<file path="src/rtl/lcd_write_arbiter.sv">
// lcd_write_arbiter: message-locked round-robin sharing of the
// character-LCD Avalon-MM write port between N_REQ requesters.
module lcd_write_arbiter #(
    parameter int N_REQ         = 2,
    parameter int GAP_CYCLES    = 4,
    parameter int STALL_TIMEOUT = 255
) (
    input  logic               clk,
    input  logic               reset,
    input  logic [N_REQ-1:0]   req_valid,
    input  logic [N_REQ-1:0]   req_address,
    input  logic [8*N_REQ-1:0] req_data,
    input  logic [N_REQ-1:0]   req_last,
    output logic [N_REQ-1:0]   req_ready,
    output logic               address,
    output logic               chipselect,
    output logic               byteenable,
    output logic               read,
    output logic               write,
    output logic [7:0]         writedata,
    input  logic               waitrequest,
    output logic [1:0]         grant_id,
    output logic               busy,
    output logic               timeout_err
);

    typedef enum logic [1:0] {
        IDLE,
        ISSUE,
        NEXT,
        GAP
    } state_t;

    localparam int SW = (STALL_TIMEOUT > 1) ? $clog2(STALL_TIMEOUT) : 1;
    localparam int GW = (GAP_CYCLES > 1) ? $clog2(GAP_CYCLES) : 1;

    localparam logic [SW-1:0] STALL_LAST = SW'(STALL_TIMEOUT - 1);
    localparam logic [GW-1:0] GAP_LAST =
        GW'((GAP_CYCLES > 0) ? GAP_CYCLES - 1 : 0);
    localparam logic [1:0] GRANT_RST = 2'(N_REQ - 1);

    state_t        state;
    state_t        state_next;
    state_t        end_state;

    logic [1:0]    grant_q;
    logic [1:0]    winner;
    logic [1:0]    sel;
    logic          found;
    logic          any_valid;
    logic          gvalid;
    logic          go;
    logic          stall_expired;

    logic          cap_addr;
    logic [7:0]    cap_data;
    logic          cap_last;

    logic          addr_q;
    logic [7:0]    data_q;
    logic          last_q;
    logic          write_q;
    logic          timeout_q;

    logic [SW-1:0] stall_cnt;
    logic [GW-1:0] gap_cnt;

    assign any_valid = |req_valid;
    assign end_state = (GAP_CYCLES == 0) ? IDLE : GAP;

    // Round-robin pick: first valid index after the last grant.
    always_comb begin
        winner = grant_q;
        found  = 1'b0;
        for (int k = 1; k <= N_REQ; k++) begin
            for (int i = 0; i < N_REQ; i++) begin
                if (!found && req_valid[i] &&
                    ((int'(grant_q) + k) % N_REQ) == i) begin
                    found  = 1'b1;
                    winner = 2'(i);
                end
            end
        end
    end

    // Valid bit of the requester currently holding the grant.
    always_comb begin
        gvalid = 1'b0;
        for (int i = 0; i < N_REQ; i++) begin
            if (grant_q == 2'(i)) begin
                gvalid = req_valid[i];
            end
        end
    end

    // Beat mux for the requester selected this cycle.
    always_comb begin
        cap_addr = 1'b0;
        cap_data = 8'h00;
        cap_last = 1'b0;
        for (int i = 0; i < N_REQ; i++) begin
            if (sel == 2'(i)) begin
                cap_addr = req_address[i];
                cap_data = req_data[8*i +: 8];
                cap_last = req_last[i];
            end
        end
    end

    // State register.
    always_ff @(posedge clk or negedge reset) begin
        if (!reset) begin
            state <= IDLE;
        end else begin
            state <= state_next;
        end
    end

    // Next-state logic.
    always_comb begin
        state_next    = state;
        stall_expired = 1'b0;
        unique case (state)
            IDLE: begin
                if (any_valid) begin
                    state_next = ISSUE;
                end
            end
            ISSUE: begin
                if (!waitrequest) begin
                    if (last_q) begin
                        state_next = end_state;
                    end else if (!gvalid) begin
                        state_next = NEXT;
                    end
                end
            end
            NEXT: begin
                if (gvalid) begin
                    state_next = ISSUE;
                end else if (stall_cnt == STALL_LAST) begin
                    stall_expired = 1'b1;
                    state_next    = end_state;
                end
            end
            GAP: begin
                if (gap_cnt == GAP_LAST) begin
                    state_next = IDLE;
                end
            end
            default: state_next = IDLE;
        endcase
    end

    // Handshake outputs: one ready bit, only for the grant holder.
    always_comb begin
        go  = 1'b0;
        sel = grant_q;
        if (reset) begin
            unique case (state)
                IDLE: begin
                    go  = any_valid;
                    sel = winner;
                end
                ISSUE:   go = !waitrequest && !last_q && gvalid;
                NEXT:    go = gvalid;
                default: go = 1'b0;
            endcase
        end
        for (int i = 0; i < N_REQ; i++) begin
            req_ready[i] = go && (sel == 2'(i));
        end
    end

    // Beat capture, grant bookkeeping and registered bus controls.
    always_ff @(posedge clk or negedge reset) begin
        if (!reset) begin
            addr_q    <= 1'b0;
            data_q    <= 8'h00;
            last_q    <= 1'b0;
            write_q   <= 1'b0;
            timeout_q <= 1'b0;
            grant_q   <= GRANT_RST;
        end else begin
            write_q   <= (state_next == ISSUE);
            timeout_q <= stall_expired;
            if (go) begin
                addr_q <= cap_addr;
                data_q <= cap_data;
                last_q <= cap_last;
            end
            if (state == IDLE && go) begin
                grant_q <= winner;
            end
        end
    end

    // Stall counter runs only while parked in NEXT; gap counter in GAP.
    always_ff @(posedge clk or negedge reset) begin
        if (!reset) begin
            stall_cnt <= '0;
            gap_cnt   <= '0;
        end else begin
            if (state == NEXT && state_next == NEXT) begin
                stall_cnt <= stall_cnt + SW'(1);
            end else begin
                stall_cnt <= '0;
            end
            if (state == GAP) begin
                gap_cnt <= gap_cnt + GW'(1);
            end else begin
                gap_cnt <= '0;
            end
        end
    end

    assign address     = addr_q;
    assign writedata   = data_q;
    assign write       = write_q;
    assign chipselect  = write_q;
    assign byteenable  = write_q;
    assign read        = 1'b0;
    assign grant_id    = grant_q;
    assign busy        = (state != IDLE);
    assign timeout_err = timeout_q;

endmodule

</file>
<file path="config.mk">
export PLATFORM = sky130hd
export DESIGN_NAME = lcd_write_arbiter
export DESIGN_NICKNAME = d
export VERILOG_FILES = /design/src/rtl/lcd_write_arbiter.sv
export SDC_FILE = /design/constraint.sdc
export NUM_CORES = 1
export LEC_CHECK = 0
export CORE_MARGIN = 10
export CORE_UTILIZATION = 49
export CTS_CLUSTER_DIAMETER = 80
export DETAILED_ROUTE_END_ITERATION = 7
export PLACE_DENSITY = 0.85
export SKIP_CTS_REPAIR_TIMING = 1
export SYNTH_ARGS = -nofsm -noshare
export SYNTH_HDL_FRONTEND = slang
export SYNTH_SLANG_ARGS = --single-unit
</file>
<file path="constraint.sdc">
create_clock -name clk -period 5.5 [get_ports clk]
set_input_delay 1.65 -clock clk [delete_from_list [all_inputs] [get_ports clk]]
set_output_delay 1.65 -clock clk [all_outputs]
set_load 0.03 [all_outputs]
</file>
Yosys cells after proc, flatten, opt, wreduce, memory -nomap -nowiden --
Cells that the tools add are included.
Cells by class: reductions and logical operators 25, equal/unequal tests 11, add/sub/neg operators 4, multiplexer cells 32, bitwise gates (word level) 2
Operator list (number):
- 32-bit zero test | 2
- 2-bit two-way mux | 14
- 8-bit two-way mux | 3
- 1-bit logical AND | 13
- 1-bit two-way mux | 13
- 2-bit == test (second input constant) | 6
- 8-bit by 1-bit adder with 8-bit output (second input constant) | 1
- 2-bit by 1-bit == test with 1-bit output (second input constant) | 4
- 8-bit == test (second input constant) | 1
- 2-bit case mux with 4 select lines | 1
- 2-bit zero test | 3
- 1-bit zero test | 5
- 1-bit case mux with 3 select lines | 1
- 1-bit adder (second input constant) | 2
- 2-bit by 1-bit adder with 2-bit output (second input constant) | 1
- 1-bit bitwise AND (first input constant) | 2
- 2-bit nonzero test | 1
- 2-bit OR reduction | 1
Storage, ports and cells: register bits after elaboration 26, input bits 25, logic and storage cells 83

Depth between registers and ports, before layout --
word-level depth 22, mapped depth 7, gate-level depth less buffers 6

Worst setup path before layout --
Ideal clock, no wire load.
path type input -> output, start in req_valid[0], end out req_ready[0], stages 5, setup slack 1008 ps, arrival time 2842 ps, buffers on the path 1, cell sequence mux2i_2 o32ai_1 o21a_2 buf_6 nor2b_1
On the way: word-level cells in the longest chain between the ends 18, elaborated cells between the ends (all ways) 27, those cells by class mux (13); reduce/logical (14)
RTL lines:
- start: declaration | RTL line 10 | input logic [N_REQ-1:0] req_valid,
- 1-bit logical AND | RTL line 77 | if (!found && req_valid[i] &&
- 1-bit two-way mux | RTL line 77
- 1-bit zero test | RTL line 77
- 1-bit logical AND (2 in series) | RTL line 77
- 1-bit two-way mux | RTL line 77
- 1-bit zero test | RTL line 77
- 1-bit logical AND (2 in series) | RTL line 77
- 1-bit two-way mux | RTL line 77
- 1-bit zero test | RTL line 77
- 1-bit logical AND (2 in series) | RTL line 77
- 2-bit two-way mux | RTL line 77
- 2-bit two-way mux | RTL line 160 | unique case (state)
- 2-bit two-way mux | RTL line 159 | if (reset) begin
- 2-bit zero test | RTL line 171 | req_ready[i] = go && (sel == 2'(i));
- 1-bit logical AND * | RTL line 171
- end: declaration | RTL line 14 | output logic [N_REQ-1:0] req_ready,
Every way passes the cells marked *; elsewhere a longest branch is shown, timed or not.

Worst setup path in the final report --
start in req_valid[1], end out req_ready[1]
On the way: word-level cells in the longest chain between the ends 15, elaborated cells between the ends (all ways) 22, those cells by class eq/ne (1); mux (10); reduce/logical (11)
RTL lines (RTL line):
- 1-bit logical AND (2 in series) | 77
- 1-bit two-way mux | 77
- 1-bit zero test | 77
- 1-bit logical AND (2 in series) | 77
- 1-bit two-way mux | 77
- 1-bit zero test | 77
- 1-bit logical AND (2 in series) | 77
- 2-bit two-way mux | 77
- 2-bit two-way mux | 160
- 2-bit two-way mux | 159
- 2-bit by 1-bit == test with 1-bit output | 171
- 1-bit logical AND * | 171
Marked as above.

==> flow_summary.html <==
<table>
<tr><th>Metric</th><th>Value</th></tr>
<tr><th colspan="2">Run status</th></tr>
<tr><td>Outcome</td><td>finished, final reports clean</td></tr>
<tr><th colspan="2">Final layout</th></tr>
<tr><td>Final-stage net count</td><td>184</td></tr>
<tr><td>Ant. Diodes</td><td>0</td></tr>
<tr><td>Synthesis-to-layout area growth</td><td>33.3%</td></tr>
<tr><td>Sequential cell area</td><td>652 um2</td></tr>
<tr><td>Layout cell share with drive strength beyond 1</td><td>0.206</td></tr>
<tr><td>Total area of multi-input combinational cells</td><td>651 um2</td></tr>
<tr><td>Final design utilization</td><td>0.675</td></tr>
<tr><td>Fill cell count</td><td>199</td></tr>
<tr><td>Total non-filler cell area in the finished layout</td><td>1830 um2</td></tr>
<tr><th colspan="2">Hold path</th></tr>
<tr><td>Worst hold path cell count</td><td>1</td></tr>
<tr><td>Endpoint with the worst hold slack</td><td>gap_cnt[0]</td></tr>
<tr><td>Startpoint of the tightest hold check path</td><td>gap_cnt[0]</td></tr>
<tr><td>Min-Delay Path Class</td><td>flip-flop to flip-flop</td></tr>
<tr><th colspan="2">Setup path</th></tr>
<tr><td>Worst Setup Start Kind</td><td>input port</td></tr>
<tr><td>Reg2Reg Launch Point</td><td>state[0]</td></tr>
<tr><td>CP dominant cell by count</td><td>sky130_fd_sc_hd__buf_4</td></tr>
<tr><td>Crit path max-delay cell type</td><td>sky130_fd_sc_hd__clkdlybuf4s50_1</td></tr>
<tr><td>Worst R2R Path Depth</td><td>5</td></tr>
<tr><td>Reg2reg end</td><td>last_q</td></tr>
<tr><td>WP data required</td><td>3.85 ns</td></tr>
<tr><td>WS Path Type</td><td>input port to primary output</td></tr>
<tr><td>Internal reg-to-reg setup slack</td><td>around 3.5 ns</td></tr>
<tr><td>Cell-by-cell trace of the critical path</td><td>clkdlybuf4s50_1 &gt; mux2i_2 &gt; o32ai_1 &gt; o21a_2 &gt; buf_4 &gt; and2_1 &gt; buf_4</td></tr>
<tr><td>WP buf/inv</td><td>3</td></tr>
<tr><td>Arrival time at the worst endpoint</td><td>roughly 3.4 ns</td></tr>
<tr><td>Critical Path End Type</td><td>primary output</td></tr>
<tr><td>Maximum fanout encountered on the critical timing path</td><td>11</td></tr>
<tr><td>CP delay by family, top</td><td>buffers and inverters</td></tr>
<tr><td>Crit-path max cell delay</td><td>0.54 ns</td></tr>
<tr><th colspan="2">Detailed routing</th></tr>
<tr><td>Number of optimization iterations in the first detailed-route pass</td><td>4</td></tr>
<tr><td>Residual antenna-violating net count after detailed routing</td><td>0</td></tr>
<tr><td>Vias per inst</td><td>5.23</td></tr>
<tr><td>1st-iter DRT viols</td><td>28</td></tr>
<tr><td>Post-detailed-routing wire length</td><td>~3000 um</td></tr>
<tr><td>Routed wire length per instance</td><td>15.7 um</td></tr>
<tr><td>Number of remaining DRC errors</td><td>0</td></tr>
<tr><td>DR vias</td><td>973</td></tr>
<tr><th colspan="2">Global route</th></tr>
<tr><td>Remaining global-route overflow</td><td>0</td></tr>
<tr><td>Wire length of the first global-routing pass</td><td>5070 um</td></tr>
<tr><td>Number of global-route vias before repair</td><td>1069</td></tr>
<tr><td>Antenna violations before repair</td><td>0</td></tr>
<tr><td>Aggregate global-route resource usage</td><td>0.121</td></tr>
<tr><td>Maximum number of pins on one net before global-route repair</td><td>17</td></tr>
<tr><th colspan="2">Clock tree</th></tr>
<tr><td>Clock root buffer</td><td>sky130_fd_sc_hd__clkbuf_4</td></tr>
<tr><td>Total CTS buffers</td><td>3</td></tr>
<tr><td>H-tree depth reported by CTS</td><td>1</td></tr>
<tr><td>Number of clock sinks</td><td>26</td></tr>
<tr><td>Clock-pin slew of the registers on the worst-case setup and hold paths</td><td>around 0.13 ns</td></tr>
<tr><td>Insertion delay of the later-clocked pin in the worst-skew pair</td><td>0.33 ns</td></tr>
<tr><td>CTS tree</td><td>yes</td></tr>
<tr><td>Maximum number of buffers from clock root to sink</td><td>2</td></tr>
<tr><th colspan="2">STA</th></tr>
<tr><td>Shortest clock period the worst path allows after layout</td><td>5.04 ns</td></tr>
<tr><td>Maximum operating frequency</td><td>0.199 GHz</td></tr>
<tr><td>Max-slew violation total from the final report</td><td>0</td></tr>
<tr><td>Final Cycle Share</td><td>0.916</td></tr>
<tr><td>Final count of hold timing violations</td><td>0</td></tr>
<tr><td>Final TNS setup</td><td>0 ns</td></tr>
<tr><td>Final setup violating endpoints</td><td>0</td></tr>
<tr><td>Hold Worst Slack</td><td>0.445 ns</td></tr>
<tr><td>Post-Route Skew</td><td>0.00286 ns</td></tr>
<tr><td>Unrepaired setup endpoints after global routing</td><td>no</td></tr>
<tr><th colspan="2">Power</th></tr>
<tr><td>Power density normalized to cell area</td><td>474 nW/um2</td></tr>
<tr><td>Max IR drop VDD</td><td>around 370 uV</td></tr>
<tr><td>Leakage dissipation</td><td>0.806 nW</td></tr>
<tr><th colspan="2">Yosys</th></tr>
<tr><td>Post-Synthesis Cells</td><td>113</td></tr>
<tr><td>Post-synth net total</td><td>141</td></tr>
<tr><td>Yosys warning total</td><td>0</td></tr>
<tr><td>Share of the yosys chip area belonging to registers</td><td>0.475</td></tr>
<tr><td>Main flop type after synthesis</td><td>sky130_fd_sc_hd__dfrtp_1</td></tr>
<tr><td>Total standard cell area after synthesis</td><td>1370 um2</td></tr>
<tr><td>Number of distinct library cells after synthesis</td><td>36</td></tr>
<tr><td>Number of enable flip-flop cells after synthesis</td><td>0</td></tr>
<tr><td>Mapped Avg Cell Area</td><td>12.1 um2</td></tr>
<tr><td>Synthesized flop and latch total</td><td>26</td></tr>
<tr><td>Share of synthesized flip-flops with an asynchronous set or reset</td><td>1.00</td></tr>
<tr><th colspan="2">Placement</th></tr>
<tr><td>Routability congestion estimate</td><td>0.912</td></tr>
<tr><td>HPWL after detailed placement</td><td>2390 um</td></tr>
<tr><td>Placement-stage cell area</td><td>1800 um2</td></tr>
<tr><td>Port Buffers</td><td>42</td></tr>
<tr><th colspan="2">Floorplanning</th></tr>
<tr><td>Initial Util</td><td>0.506</td></tr>
<tr><td>Chip Width</td><td>approximately 73 um</td></tr>
<tr><td>Io pins</td><td>44</td></tr>
<tr><td>Area of the die</td><td>5320 um2</td></tr>
<tr><td>Number of placement rows</td><td>19</td></tr>
<tr><td>Die height</td><td>72.9 um</td></tr>
<tr><td>Area inside the core boundary</td><td>2710 um2</td></tr>
<tr><th colspan="2">Flow run</th></tr>
<tr><td>Max-capacitance violation count</td><td>0</td></tr>
</table>
==> cell usage in the layout, fill, tap and decap left out, types with 2 or more instances in the layout <==
master / synthesis / routed
sky130_fd_sc_hd__ha_1: 3 / 3
sky130_fd_sc_hd__nor2b_1: 3 / 3
sky130_fd_sc_hd__dfrtp_1: 25 / 25
sky130_fd_sc_hd__o311ai_0: 2 / 2
sky130_fd_sc_hd__o21ai_0: 2 / 2
sky130_fd_sc_hd__buf_4: 3 / 5
sky130_fd_sc_hd__inv_1: 3 / 3
sky130_fd_sc_hd__mux2i_2: 2 / 2
sky130_fd_sc_hd__nand2_1: 4 / 4
sky130_fd_sc_hd__nand3_1: 4 / 4
sky130_fd_sc_hd__nor3_1: 2 / 2
sky130_fd_sc_hd__mux2_2: 5 / 5
sky130_fd_sc_hd__xnor2_1: 3 / 3
sky130_fd_sc_hd__xor2_1: 3 / 3
sky130_fd_sc_hd__mux2_4: 14 / 14
sky130_fd_sc_hd__and3_1: 2 / 2
sky130_fd_sc_hd__clkbuf_4: 0 / 3
sky130_fd_sc_hd__clkdlybuf4s50_1: 0 / 40
sky130_fd_sc_hd__nor2_1: 13 / 13
==> synthesized netlist by cell type, drive strengths merged, types with 3 or more instances <==
library cell	count	share of area
inv	3	0.0082
mux2	20	0.20
dfrtp	25	0.46
nand2	4	0.011
nand3	4	0.015
buf	6	0.036
nor2	13	0.036
xnor2	3	0.019
nor2b	3	0.014
ha	3	0.027
xor2	3	0.019
==> flip-flops by register name, indices dropped and copies added, names as in the netlist <==
| register | count |
|---|---|
| grant_id | 2 |
| gap_cnt | 2 |
| stall_cnt | 8 |
| byteenable | 1 |
| state | 2 |
| last_q | 1 |
| writedata | 8 |
| timeout_err | 1 |
| address | 1 |
==> power breakdown <==
group          internal, mW  switching, mW
Sequential            0.254         0.0502
Combinational         0.249          0.228
Clock                0.0285         0.0569
==> how the worst max path moves through the flow <==
stage          slack [ns]  cells after the start            to    startpoint
2_1_floorplan        1.01                      5  req_ready[0]  req_valid[0]
3_3_place_gp         0.26                      6  req_ready[0]  req_valid[1]
3_5_place_dp         0.19                      6  req_ready[0]  req_valid[1]
4_1_cts              0.18                      6  req_ready[0]  req_valid[1]
5_1_grt              0.33                      7  req_ready[1]  req_valid[1]
6_report             0.46                      7  req_ready[1]  req_valid[1]
==> cells by family (layout without fill, tap and decap cells) <==
logic type	Yosys count	after routing	share of synthesized area
multiplexers	22	22	0.222
AND/OR/NAND/NOR	36	36	0.137
AO/OA/AOI/OAI	8	8	0.0465
buffers and inverters	11	53	0.0510
adder cells (fa/ha/maj)	3	3	0.0274
flip-flops	26	26	0.475
XOR/XNOR	6	6	0.0383
other	1	1	0.00273
==> worst reg2reg max path, cell delays in order (launching register included) <==
cell and delay (ns):
sky130_fd_sc_hd__dfrtp_1 0.53, sky130_fd_sc_hd__and4bb_1 0.27, sky130_fd_sc_hd__mux2i_2 0.19, sky130_fd_sc_hd__buf_4 0.26
sky130_fd_sc_hd__mux2_2 0.35, sky130_fd_sc_hd__mux2_1 0.28
==> metal layers <==
layer | global-route usage | vias up | routed length, um
met4 | 0.0654 | 0 | 71
met2 | 0.189 | 38 | 1350
met3 | 0.0599 | 6 | 313
met5 | 0 | - | 0
met1 | 0.131 | 460 | 1190
li1 | - | 469 | -
==> layout make-up <==
cell class,instances,share of cell area
Timing Repair Buffer,46,0.246
Sequential cell,26,0.356
Tap cell,31,0.0212
Inverter,3,0.00616
Clock buffer,4,0.0144
Multi-Input combinational cell,76,0.356
==> metrics by stage <==
step                std cells  power (mW)  setup slack (ns)
floorplan                 113       0.636              1.01
global placement          182       0.777             0.261
detailed placement        182       0.791             0.187
CTS                       186       0.878             0.179
global route              186       0.919             0.329
finish                    186       0.867             0.463
(Power assumes the default switching activity.)
